File: src/rtl/uart_pkg.sv
// Shared UART definitions: receiver state encoding, parity and frame-bit constants.
package uart_pkg;

  typedef enum logic [2:0] {
    IDLE,
    START,
    DATA,
    PARITY,
    STOP
  } rx_state_t;

  localparam logic PAR_EVEN  = 1'b0;
  localparam logic PAR_ODD   = 1'b1;
  localparam logic START_BIT = 1'b0;
  localparam logic STOP_BIT  = 1'b1;

  function automatic logic majority3(input logic [2:0] s);
    return (s[0] & s[1]) | (s[0] & s[2]) | (s[1] & s[2]);
  endfunction

endpackage

File: src/rtl/uart_rx_sampler.sv
// Oversampling bit timer: counts edges within a bit, takes three mid-bit samples
// and majority-votes them into sampled_bit.
module uart_rx_sampler
  import uart_pkg::*;
#(
  parameter int PRESCALE_W = 6
) (
  input  logic                  clk,
  input  logic                  rst_n,
  input  logic                  run,
  input  logic                  rx_in,
  input  logic [PRESCALE_W-1:0] prescale,
  output logic [PRESCALE_W-1:0] edge_cnt,
  output logic                  sampled_bit,
  output logic                  bit_end
);

  localparam logic [PRESCALE_W-1:0] ONE = PRESCALE_W'(1);
  localparam logic [PRESCALE_W-1:0] TWO = PRESCALE_W'(2);

  logic [PRESCALE_W-1:0] edge_cnt_reg;
  logic [2:0]            samples_reg;
  logic [PRESCALE_W-1:0] half;
  logic [PRESCALE_W-1:0] last_edge;
  logic                  take_sample;

  assign half        = prescale >> 1;
  assign last_edge   = prescale - ONE;
  assign take_sample = run && ((edge_cnt_reg == half - TWO) ||
                               (edge_cnt_reg == half - ONE) ||
                               (edge_cnt_reg == half));

  // The counter is held at 0 while idle so a frame always starts at edge_cnt=0.
  always_ff @(posedge clk or negedge rst_n) begin
    if (!rst_n) begin
      edge_cnt_reg <= '0;
      samples_reg  <= 3'b111;
    end else begin
      if (!run || edge_cnt_reg == last_edge) begin
        edge_cnt_reg <= '0;
      end else begin
        edge_cnt_reg <= edge_cnt_reg + ONE;
      end
      if (take_sample) begin
        samples_reg <= {samples_reg[1:0], rx_in};
      end
    end
  end

  assign edge_cnt    = edge_cnt_reg;
  assign sampled_bit = majority3(samples_reg);
  assign bit_end     = run && (edge_cnt_reg == last_edge);

endmodule

File: src/rtl/uart_rx.sv
// UART receiver: frame FSM, LSB-first deserializer, parity check and registered
// one-cycle result pulses.
module uart_rx
  import uart_pkg::*;
#(
  parameter int DATA_WIDTH = 8,
  parameter int PRESCALE_W = 6
) (
  input  logic                  CLK,
  input  logic                  RST,
  input  logic                  RX_IN,
  input  logic                  PAR_EN,
  input  logic                  PAR_TYP,
  input  logic [PRESCALE_W-1:0] Prescale,
  output logic [DATA_WIDTH-1:0] P_DATA,
  output logic                  Data_valid,
  output logic                  Par_err,
  output logic                  Stp_err
);

  localparam int CNT_W = (DATA_WIDTH > 1) ? $clog2(DATA_WIDTH) : 1;
  localparam logic [CNT_W-1:0]      LAST_BIT = CNT_W'(DATA_WIDTH - 1);
  localparam logic [PRESCALE_W-1:0] ONE      = PRESCALE_W'(1);

  rx_state_t             state_reg, state_next;
  logic [CNT_W-1:0]      bit_cnt_reg, bit_cnt_next;
  logic [DATA_WIDTH-1:0] data_sh_reg, data_sh_next;
  logic                  par_flag_reg, par_flag_next;
  logic [PRESCALE_W-1:0] prescale_reg;
  logic                  par_en_reg, par_typ_reg;
  logic                  latch_cfg;
  logic [DATA_WIDTH-1:0] p_data_reg, p_data_next;
  logic                  data_valid_reg, data_valid_next;
  logic                  par_err_reg, par_err_next;
  logic                  stp_err_reg, stp_err_next;

  logic [PRESCALE_W-1:0] edge_cnt;
  logic                  sampled_bit;
  logic                  bit_end;
  logic                  run;
  logic [PRESCALE_W-1:0] valid_point;
  logic                  expected_par;

  assign run          = (state_reg != IDLE);
  assign valid_point  = (prescale_reg >> 1) + ONE;
  assign expected_par = (par_typ_reg == PAR_EVEN) ? ^data_sh_reg : ~^data_sh_reg;

  uart_rx_sampler #(
    .PRESCALE_W(PRESCALE_W)
  ) u_sampler (
    .clk        (CLK),
    .rst_n      (RST),
    .run        (run),
    .rx_in      (RX_IN),
    .prescale   (prescale_reg),
    .edge_cnt   (edge_cnt),
    .sampled_bit(sampled_bit),
    .bit_end    (bit_end)
  );

  always_ff @(posedge CLK or negedge RST) begin
    if (!RST) begin
      state_reg      <= IDLE;
      bit_cnt_reg    <= '0;
      data_sh_reg    <= '0;
      par_flag_reg   <= 1'b0;
      prescale_reg   <= '0;
      par_en_reg     <= 1'b0;
      par_typ_reg    <= 1'b0;
      p_data_reg     <= '0;
      data_valid_reg <= 1'b0;
      par_err_reg    <= 1'b0;
      stp_err_reg    <= 1'b0;
    end else begin
      state_reg      <= state_next;
      bit_cnt_reg    <= bit_cnt_next;
      data_sh_reg    <= data_sh_next;
      par_flag_reg   <= par_flag_next;
      p_data_reg     <= p_data_next;
      data_valid_reg <= data_valid_next;
      par_err_reg    <= par_err_next;
      stp_err_reg    <= stp_err_next;
      if (latch_cfg) begin
        prescale_reg <= Prescale;
        par_en_reg   <= PAR_EN;
        par_typ_reg  <= PAR_TYP;
      end
    end
  end

  always_comb begin
    state_next      = state_reg;
    bit_cnt_next    = bit_cnt_reg;
    data_sh_next    = data_sh_reg;
    par_flag_next   = par_flag_reg;
    latch_cfg       = 1'b0;
    p_data_next     = p_data_reg;
    data_valid_next = 1'b0;
    par_err_next    = 1'b0;
    stp_err_next    = 1'b0;

    case (state_reg)
      IDLE: begin
        if (RX_IN == START_BIT) begin
          state_next    = START;
          latch_cfg     = 1'b1;
          par_flag_next = 1'b0;
        end
      end
      START: begin
        if (bit_end) begin
          state_next   = (sampled_bit == START_BIT) ? DATA : IDLE;
          bit_cnt_next = '0;
        end
      end
      DATA: begin
        // Shift as soon as the vote is settled; the bit counter advances at bit end.
        if (edge_cnt == valid_point) begin
          data_sh_next = {sampled_bit, data_sh_reg[DATA_WIDTH-1:1]};
        end
        if (bit_end) begin
          if (bit_cnt_reg == LAST_BIT) begin
            bit_cnt_next = '0;
            state_next   = par_en_reg ? PARITY : STOP;
          end else begin
            bit_cnt_next = bit_cnt_reg + 1'b1;
          end
        end
      end
      PARITY: begin
        if (bit_end) begin
          par_flag_next = (sampled_bit != expected_par);
          state_next    = STOP;
        end
      end
      STOP: begin
        if (bit_end) begin
          if (sampled_bit != STOP_BIT) begin
            stp_err_next = 1'b1;
          end else if (par_flag_reg) begin
            par_err_next = 1'b1;
          end else begin
            data_valid_next = 1'b1;
            p_data_next     = data_sh_reg;
          end
          par_flag_next = 1'b0;
          // A low line at the stop-bit end is already the next start bit.
          state_next    = (RX_IN == START_BIT) ? START : IDLE;
        end
      end
      default: state_next = IDLE;
    endcase
  end

  assign P_DATA     = p_data_reg;
  assign Data_valid = data_valid_reg;
  assign Par_err    = par_err_reg;
  assign Stp_err    = stp_err_reg;

endmodule

File: config.mk
export PLATFORM = sky130hd
export DESIGN_NAME = uart_rx
export DESIGN_NICKNAME = d
export VERILOG_FILES = /design/src/rtl/uart_pkg.sv /design/src/rtl/uart_rx_sampler.sv /design/src/rtl/uart_rx.sv
export SDC_FILE = /design/constraint.sdc
export NUM_CORES = 1
export LEC_CHECK = 0
export ABC_CLOCK_PERIOD_IN_PS = 3900
export BUFFER_PORTS_ARGS = -buffer_cell sky130_fd_sc_hd__buf_4
export CORE_AREA = 4 4 99 101
export CTS_CLUSTER_SIZE = 12
export DETAILED_ROUTE_END_ITERATION = 8
export DIE_AREA = 0 0 103 105
export SLEW_MARGIN = 20
export SYNTH_ARGS = -nofsm -noshare
export SYNTH_HDL_FRONTEND = slang
export SYNTH_SLANG_ARGS = --single-unit
File: constraint.sdc
create_clock -name CLK -period 3.9 [get_ports CLK]
set_clock_uncertainty 0.15 [all_clocks]
set_input_delay 1.17 -clock CLK [delete_from_list [all_inputs] [get_ports CLK]]
set_output_delay 1.17 -clock CLK [all_outputs]
set_load 0.02 [all_outputs]
==> results.py, run 1 <==
metrics = {
    "outcome": {
        "status": "complete, no violations",
    },
    "sta": {
        "tns_ns": 0,
        "setup_viol_count_final": 0,
        "hold_violations": 0,
        "period_share_pct": 74.1,
        "rsz0062_at_grt": "no",
        "final_max_slew_viol_count": 0,
        "min_period_ns": 2.89,
        "relSlewSlack_pct": 58.5,
        "fmax_mhz": 346,
        "tightestPinTransition_ns": 0.622,
    },
    "clock_network": {
        "cts_inserted_buffers": 5,
        "clkSinkCount": 43,
        "insertion_delay_ns": 0.30,
        "ctsResizeCount": 0,
        "path_clk_slew_ns": 0.08,
        "cts_tree": "done",
        "htreeDepth": 2,
        "root_buffer": "clkbuf_8",
        "cts_hold_buf": 0,
        "postCtsSetupRepairBufs": 0,
        "clockBufferDepth": 2,
    },
    "critical_path": {
        "endpoint_kind": "flip-flop",
        "reg2reg_slack_ns": 1.01,
        "worstPathCellList": "inv_1 > ha_1 > xor2_1 > nor3_1 > nand4_1 > or4_1 > mux2_4",
        "critical-path-slowest-cell": "or4_1",
        "start_kind": "flip-flop",
        "rr_worst_depth": 7,
        "cpLargestDelayFamily": "simple AND/OR/NAND/NOR gates",
        "crit_path_max_fanout": 8,
        "crit_buf_inv": 1,
        "r2r_start": "prescale_reg[2]",
        "critPathRequiredTime_ns": 3.94,
        "r2r_end": "data_sh_reg[1]",
        "worstPathArrival_ns": 2.93,
        "slowest_delay_ns": 0.80,
        "setup.worst_path.class": "flip-flop to flip-flop",
    },
    "min_path": {
        "min_path_cells": 1,
        "hold_end": "P_DATA[0]",
        "worstHoldStart": "P_DATA[0]",
        "hp-class": "flip-flop to flip-flop",
    },
    "floorplan": {
        "rows": 35,
        "initial_core_util_pct": 29.0,
        "fp.dieArea_mm2": 0.0108,
        "die_h_um": 105,
        "die_w_um": 103,
        "core_area_mm2": 0.00902,
        "boundaryPins": 22,
    },
    "yosys": {
        "avgSynthCellArea_um2": 10.1,
        "syn_inst": 258,
        "synth-edff-count": 0,
        "synth.top_cell.area_share_pct": 38.2,
        "ys.flop_type": "dfrtp_1",
        "seq_area_frac_synth_pct": 41.3,
        "synth_cell_types": 50,
        "ys_ff_latch": 43,
        "ys_async_sr_fraction_pct": 100,
        "yosysWarnings": 0,
        "netlist_top_cells_area": "dfrtp_1, mux2_2, xnor2_1",
        "synth_area_mm2": 0.00262,
        "post-synth-top-area-cell": "dfrtp_1",
        "synth_nets": 279,
    },
    "power_and_ir_drop": {
        "intPower_w": 0.00130,
        "p_clk_share_pct": 15.7,
        "power_frac_comb_pct": 47.9,
        "p_sw_share_pct": 41.9,
        "p_total_w": 0.00224,
        "ir_drop_mv": 0.196,
        "p_leak_nw": 1.31,
        "power_density_mw_per_mm2": 758,
        "p_seq_share_pct": 36.5,
        "p_switching_w": 0.000939,
    },
    "layout": {
        "final-seq-area_mm2": 0.00108,
        "num-fill-cells": 913,
        "diodes": 0,
        "nNetsFinal": 292,
        "area_delta_synth_final_pct": 13.0,
        "final_util_pct": 32.8,
        "final_common_cell": "dfrtp_1",
        "drive_gt1_share_pct": 23.2,
        "multi_input_area_mm2": 0.00143,
        "final_cell_mix": "dfrtp_1, buf_4, xnor2_1, nand2_1, mux2_2",
    },
    "drt": {
        "wl_um": 5280,
        "wire_per_inst_um": 13.8,
        "drt_iter0_drc": 131,
        "drc": 0,
        "route.vias.total": 1900,
        "ant_nets": 0,
        "via_per_inst": 4.96,
        "dr.pass1.iters": 4,
    },
    "global_routing": {
        "grt_overflow": 0,
        "grt_pass1_vias": 1909,
        "track_usage_pct": 10.7,
        "grt_max_degree": 44,
        "antenna_found_initial": 0,
        "grt_pass1_wl_um": 9320,
    },
    "place": {
        "place.gp.congestion": 0.810,
        "dp_hpwl_um": 3760,
        "io_buffers": 21,
    },
    "flow_run": {
        "cap_violations": 0,
    },
}
-- per-layer routing --
| metal | GRT usage [%] | vias to the layer above | routed length, µm |
|---|---|---|---|
| met4 | 4.26 | 0 | 117 |
| li1 | - | 924 | - |
| met2 | 17.0 | 24 | 2490 |
| met3 | 1.94 | 9 | 138 |
| met5 | 0 | - | 0 |
| met1 | 14.3 | 943 | 2540 |
-- final cells by class --
| type | count | share of cell area [%] |
|---|---|---|
| sequential | 43 | 36.5 |
| inverter | 6 | 0.761 |
| tap | 111 | 4.69 |
| clock buffer | 5 | 2.33 |
| clock inverter | 3 | 1.48 |
| multi-input combinational | 192 | 48.4 |
| timing repair buffer | 23 | 5.84 |
-- cell families (layout without fill, tap and decap cells) --
| kind of cell | after synthesis | in the layout | synth area share (%) |
|---|---|---|---|
| AOI/OAI and AO/OA | 44 | 44 | 11.0 |
| DFF | 43 | 43 | 41.3 |
| buffers and inverters | 23 | 37 | 4.02 |
| muxes | 23 | 23 | 11.0 |
| and+or+nand+nor | 83 | 83 | 16.8 |
| adders and majority gates | 11 | 11 | 5.16 |
| xor gates and xnor gates | 31 | 31 | 10.7 |
-- synthesized netlist by cell type, types with 5 or more instances --
cell / number
a21oi_1: 11
buf_2: 6
clkbuf_1: 8
dfrtp_1: 40
ha_1: 10
inv_1: 6
mux2_2: 15
mux2_4: 8
nand2_1: 19
nand2b_1: 9
nand3_1: 5
nor2_1: 12
nor2b_1: 6
nor3_1: 11
o21ai_0: 10
or3_1: 5
xnor2_1: 19
xor2_1: 11
-- power groups by stage --
stage | Combinational (W) | Clock, W | Sequential (W)
6_report | 0.00107 | 0.000351 | 0.000818
2_1_floorplan | 0.00100 | 0 | 0.000672
3_3_place_gp | 0.00106 | 0 | 0.000818
3_5_place_dp | 0.00107 | 0 | 0.000822
4_1_cts | 0.00108 | 0.000368 | 0.000814
5_1_grt | 0.00122 | 0.000386 | 0.000845
-- how the worst max path moves through the flow --
stage,startpoint,end,cells past startpoint
final,prescale_reg[2],data_sh_reg[1],7
after global routing,prescale_reg[2],P_DATA[2],8
after CTS,prescale_reg[2],P_DATA[2],8
after detailed placement,prescale_reg[2],P_DATA[2],8
after global placement,prescale_reg[2],P_DATA[5],8
after floorplan,prescale_reg[3],P_DATA[0],10
-- per-stage QoR --
| stage | worst slack, ns | std cells | hold slack (ns) | instance area [µm²] |
|---|---|---|---|---|
| 3_3_place_gp | 1.01 | 375 | 0.346 | 2850 |
| 6_report | 1.01 | 383 | 0.366 | 2960 |
| 2_1_floorplan | 1.39 | 258 | 0.332 | 2620 |
| 4_1_cts | 0.987 | 383 | 0.370 | 2960 |
| 3_5_place_dp | 0.998 | 375 | 0.350 | 2850 |
| 5_1_grt | 0.717 | 383 | 0.388 | 2960 |
Note: power is estimated with default switching activity, not from simulation.
==> run 2: changes to the inputs <==
--- a/config.mk
+++ b/config.mk
@@ -5,7 +5,7 @@
 export SDC_FILE = /design/constraint.sdc
 export NUM_CORES = 1
 export LEC_CHECK = 0
-export ABC_CLOCK_PERIOD_IN_PS = 3900
+export ABC_CLOCK_PERIOD_IN_PS = 2700
 export BUFFER_PORTS_ARGS = -buffer_cell sky130_fd_sc_hd__buf_4
 export CORE_AREA = 4 4 99 101
 export CTS_CLUSTER_SIZE = 12
==> constraint.sdc (replaced) <==
create_clock -name CLK -period 2.7 [get_ports CLK]
set_clock_uncertainty 0.15 [all_clocks]
set_input_delay 0.81 -clock CLK [delete_from_list [all_inputs] [get_ports CLK]]
set_output_delay 0.81 -clock CLK [all_outputs]
set_load 0.02 [all_outputs]
==> run 2 against run 1 <==
Worst setup slack got worse by 0.84 ns. Final area grew 3.1%. Global-route usage fell by 0.30 points. Power rose by 50%. Via count rose by 0.32%. Die area stayed put. Wire length grew 1.3%. Clock power rose by 44%. Final cell count grew 2.6%. Sequential share of layout area fell by 1.1 points. Critical path type unchanged. Highest routed layer unchanged.
==> results.py, run 2 (synthesis results as in run 1) <==
metrics = {
    "drt": {
        "ant_nets": 0,
        "dr.pass1.iters": 4,
        "via_per_inst": 4.85,
        "wire_per_inst_um": 13.6,
        "drt_iter0_drc": 92,
        "route.vias.total": 1906,
        "drc": 0,
        "wl_um": 5350,
    },
    "floorplan": {
        "fp.dieArea_mm2": 0.0108,
        "initial_core_util_pct": 29.0,
        "boundaryPins": 22,
        "die_w_um": 103,
        "die_h_um": 105,
        "core_area_mm2": 0.00902,
        "rows": 35,
    },
    "critical_path": {
        "r2r_start": "prescale_reg[1]",
        "setup.worst_path.class": "flip-flop to flip-flop",
        "slowest_delay_ns": 0.54,
        "reg2reg_slack_ns": 0.17,
        "crit_path_max_fanout": 8,
        "rr_worst_depth": 8,
        "worstPathCellList": "inv_1 > ha_1 > xor2_1 > nor3_1 > nand4_1 > or4_1 > buf_4 > mux2_4",
        "r2r_end": "data_sh_reg[1]",
        "critical-path-slowest-cell": "or4_1",
        "worstPathArrival_ns": 2.56,
        "critPathRequiredTime_ns": 2.73,
        "endpoint_kind": "flip-flop",
        "start_kind": "flip-flop",
        "cpLargestDelayFamily": "simple AND/OR/NAND/NOR gates",
        "crit_buf_inv": 2,
    },
    "global_routing": {
        "track_usage_pct": 10.4,
        "antenna_found_initial": 0,
        "grt_max_degree": 44,
        "grt_pass1_wl_um": 9200,
        "grt_overflow": 0,
        "grt_pass1_vias": 1883,
    },
    "sta": {
        "relSlewSlack_pct": 63.3,
        "min_period_ns": 2.53,
        "tightestPinTransition_ns": 0.550,
        "fmax_mhz": 395,
        "period_share_pct": 93.8,
        "hold_violations": 0,
        "setup_viol_count_final": 0,
        "final_max_slew_viol_count": 0,
        "rsz0062_at_grt": "no",
    },
    "clock_network": {
        "root_buffer": "clkbuf_8",
        "path_clk_slew_ns": 0.09,
        "clkSinkCount": 43,
        "cts_tree": "done",
        "cts_hold_buf": 0,
        "clockBufferDepth": 2,
        "htreeDepth": 2,
        "postCtsSetupRepairBufs": 0,
        "cts_inserted_buffers": 5,
        "insertion_delay_ns": 0.29,
    },
    "layout": {
        "multi_input_area_mm2": 0.00145,
        "diodes": 0,
        "final_util_pct": 33.8,
        "nNetsFinal": 302,
        "final_cell_mix": "dfrtp_1, buf_4, xnor2_1, nand2_1, mux2_2",
        "final-seq-area_mm2": 0.00108,
        "final_common_cell": "dfrtp_1",
        "drive_gt1_share_pct": 27.7,
        "num-fill-cells": 926,
        "area_delta_synth_final_pct": 16.6,
    },
    "flow_run": {
        "cap_violations": 0,
    },
    "place": {
        "io_buffers": 21,
        "place.gp.congestion": 0.886,
        "dp_hpwl_um": 3810,
    },
    "power_and_ir_drop": {
        "power_density_mw_per_mm2": 1100,
        "ir_drop_mv": 0.378,
        "p_leak_nw": 1.36,
        "p_total_w": 0.00337,
    },
    "min_path": {
        "hp-class": "input port to asynchronous set/reset pin",
    },
    "outcome": {
        "status": "complete, no violations",
    },
}
==> run 2: timing repair <==
action	4_1_cts	5_1_grt
pin swaps	0	0
gates resized for setup	1	5
endpoints found under the setup margin	8	15
==> run 2: power breakdown <==
part | switching (W) | internal (W)
Combinational | 0.000901 | 0.000868
Sequential | 0.000258 | 0.000834
Clock | 0.000230 | 0.000276
Total | 0.00139 | 0.00198
==> run 2: layout make-up <==
cell class              count  share of cell area, %
clock buffers               5                   2.26
clock inverters             3                   1.44
inverters                   6                  0.738
multi-input cells         192                   47.5
flip-flops and latches     43                   35.4
well taps                 111                   4.55
repair buffers             33                   8.12
==> run 2: worst reg2reg max path, delay by kind of cell (launching register included) <==
family	cells	cell delay, ns
AND/OR/NAND/NOR	3	0.83
buffers and inverters	2	0.33
flip-flops	1	0.39
adder cells (fa/ha/maj)	1	0.26
XOR/XNOR	1	0.17
multiplexers	1	0.30
==> run 2: worst max-delay path by stage <==
stage	start	depth (start not counted)	to
floorplan	prescale_reg[3]	10	P_DATA[0]
global placement	prescale_reg[2]	8	P_DATA[6]
detailed placement	prescale_reg[2]	8	P_DATA[2]
CTS	prescale_reg[2]	8	P_DATA[2]
global route	prescale_reg[1]	8	data_sh_reg[7]
finish	prescale_reg[1]	8	data_sh_reg[1]
==> run 2: metrics by stage <==
step                      setup TNS (ns)  instances  setup slack, ns  cell area [µm²]  hold WS (ns)
after floorplan                        0        258            0.194             2620         0.332
after global placement                 0        385           0.0569             2920         0.343
after detailed placement          -0.292        385          -0.0450             2920         0.348
after CTS                              0        393           0.0529             3040         0.367
after global routing                   0        393           0.0215             3050         0.386
final                                  0        393            0.168             3050         0.354
==> run 2: layer usage <==
layer	track usage (%)	wire, µm	share of wire (%)	vias to the layer above
met2	16.1	2500	47	22
met5	0	0	0	-
met4	3.42	82	1.5	0
met1	14.6	2640	49	933
li1	-	-	-	945
met3	1.94	125	2.3	6
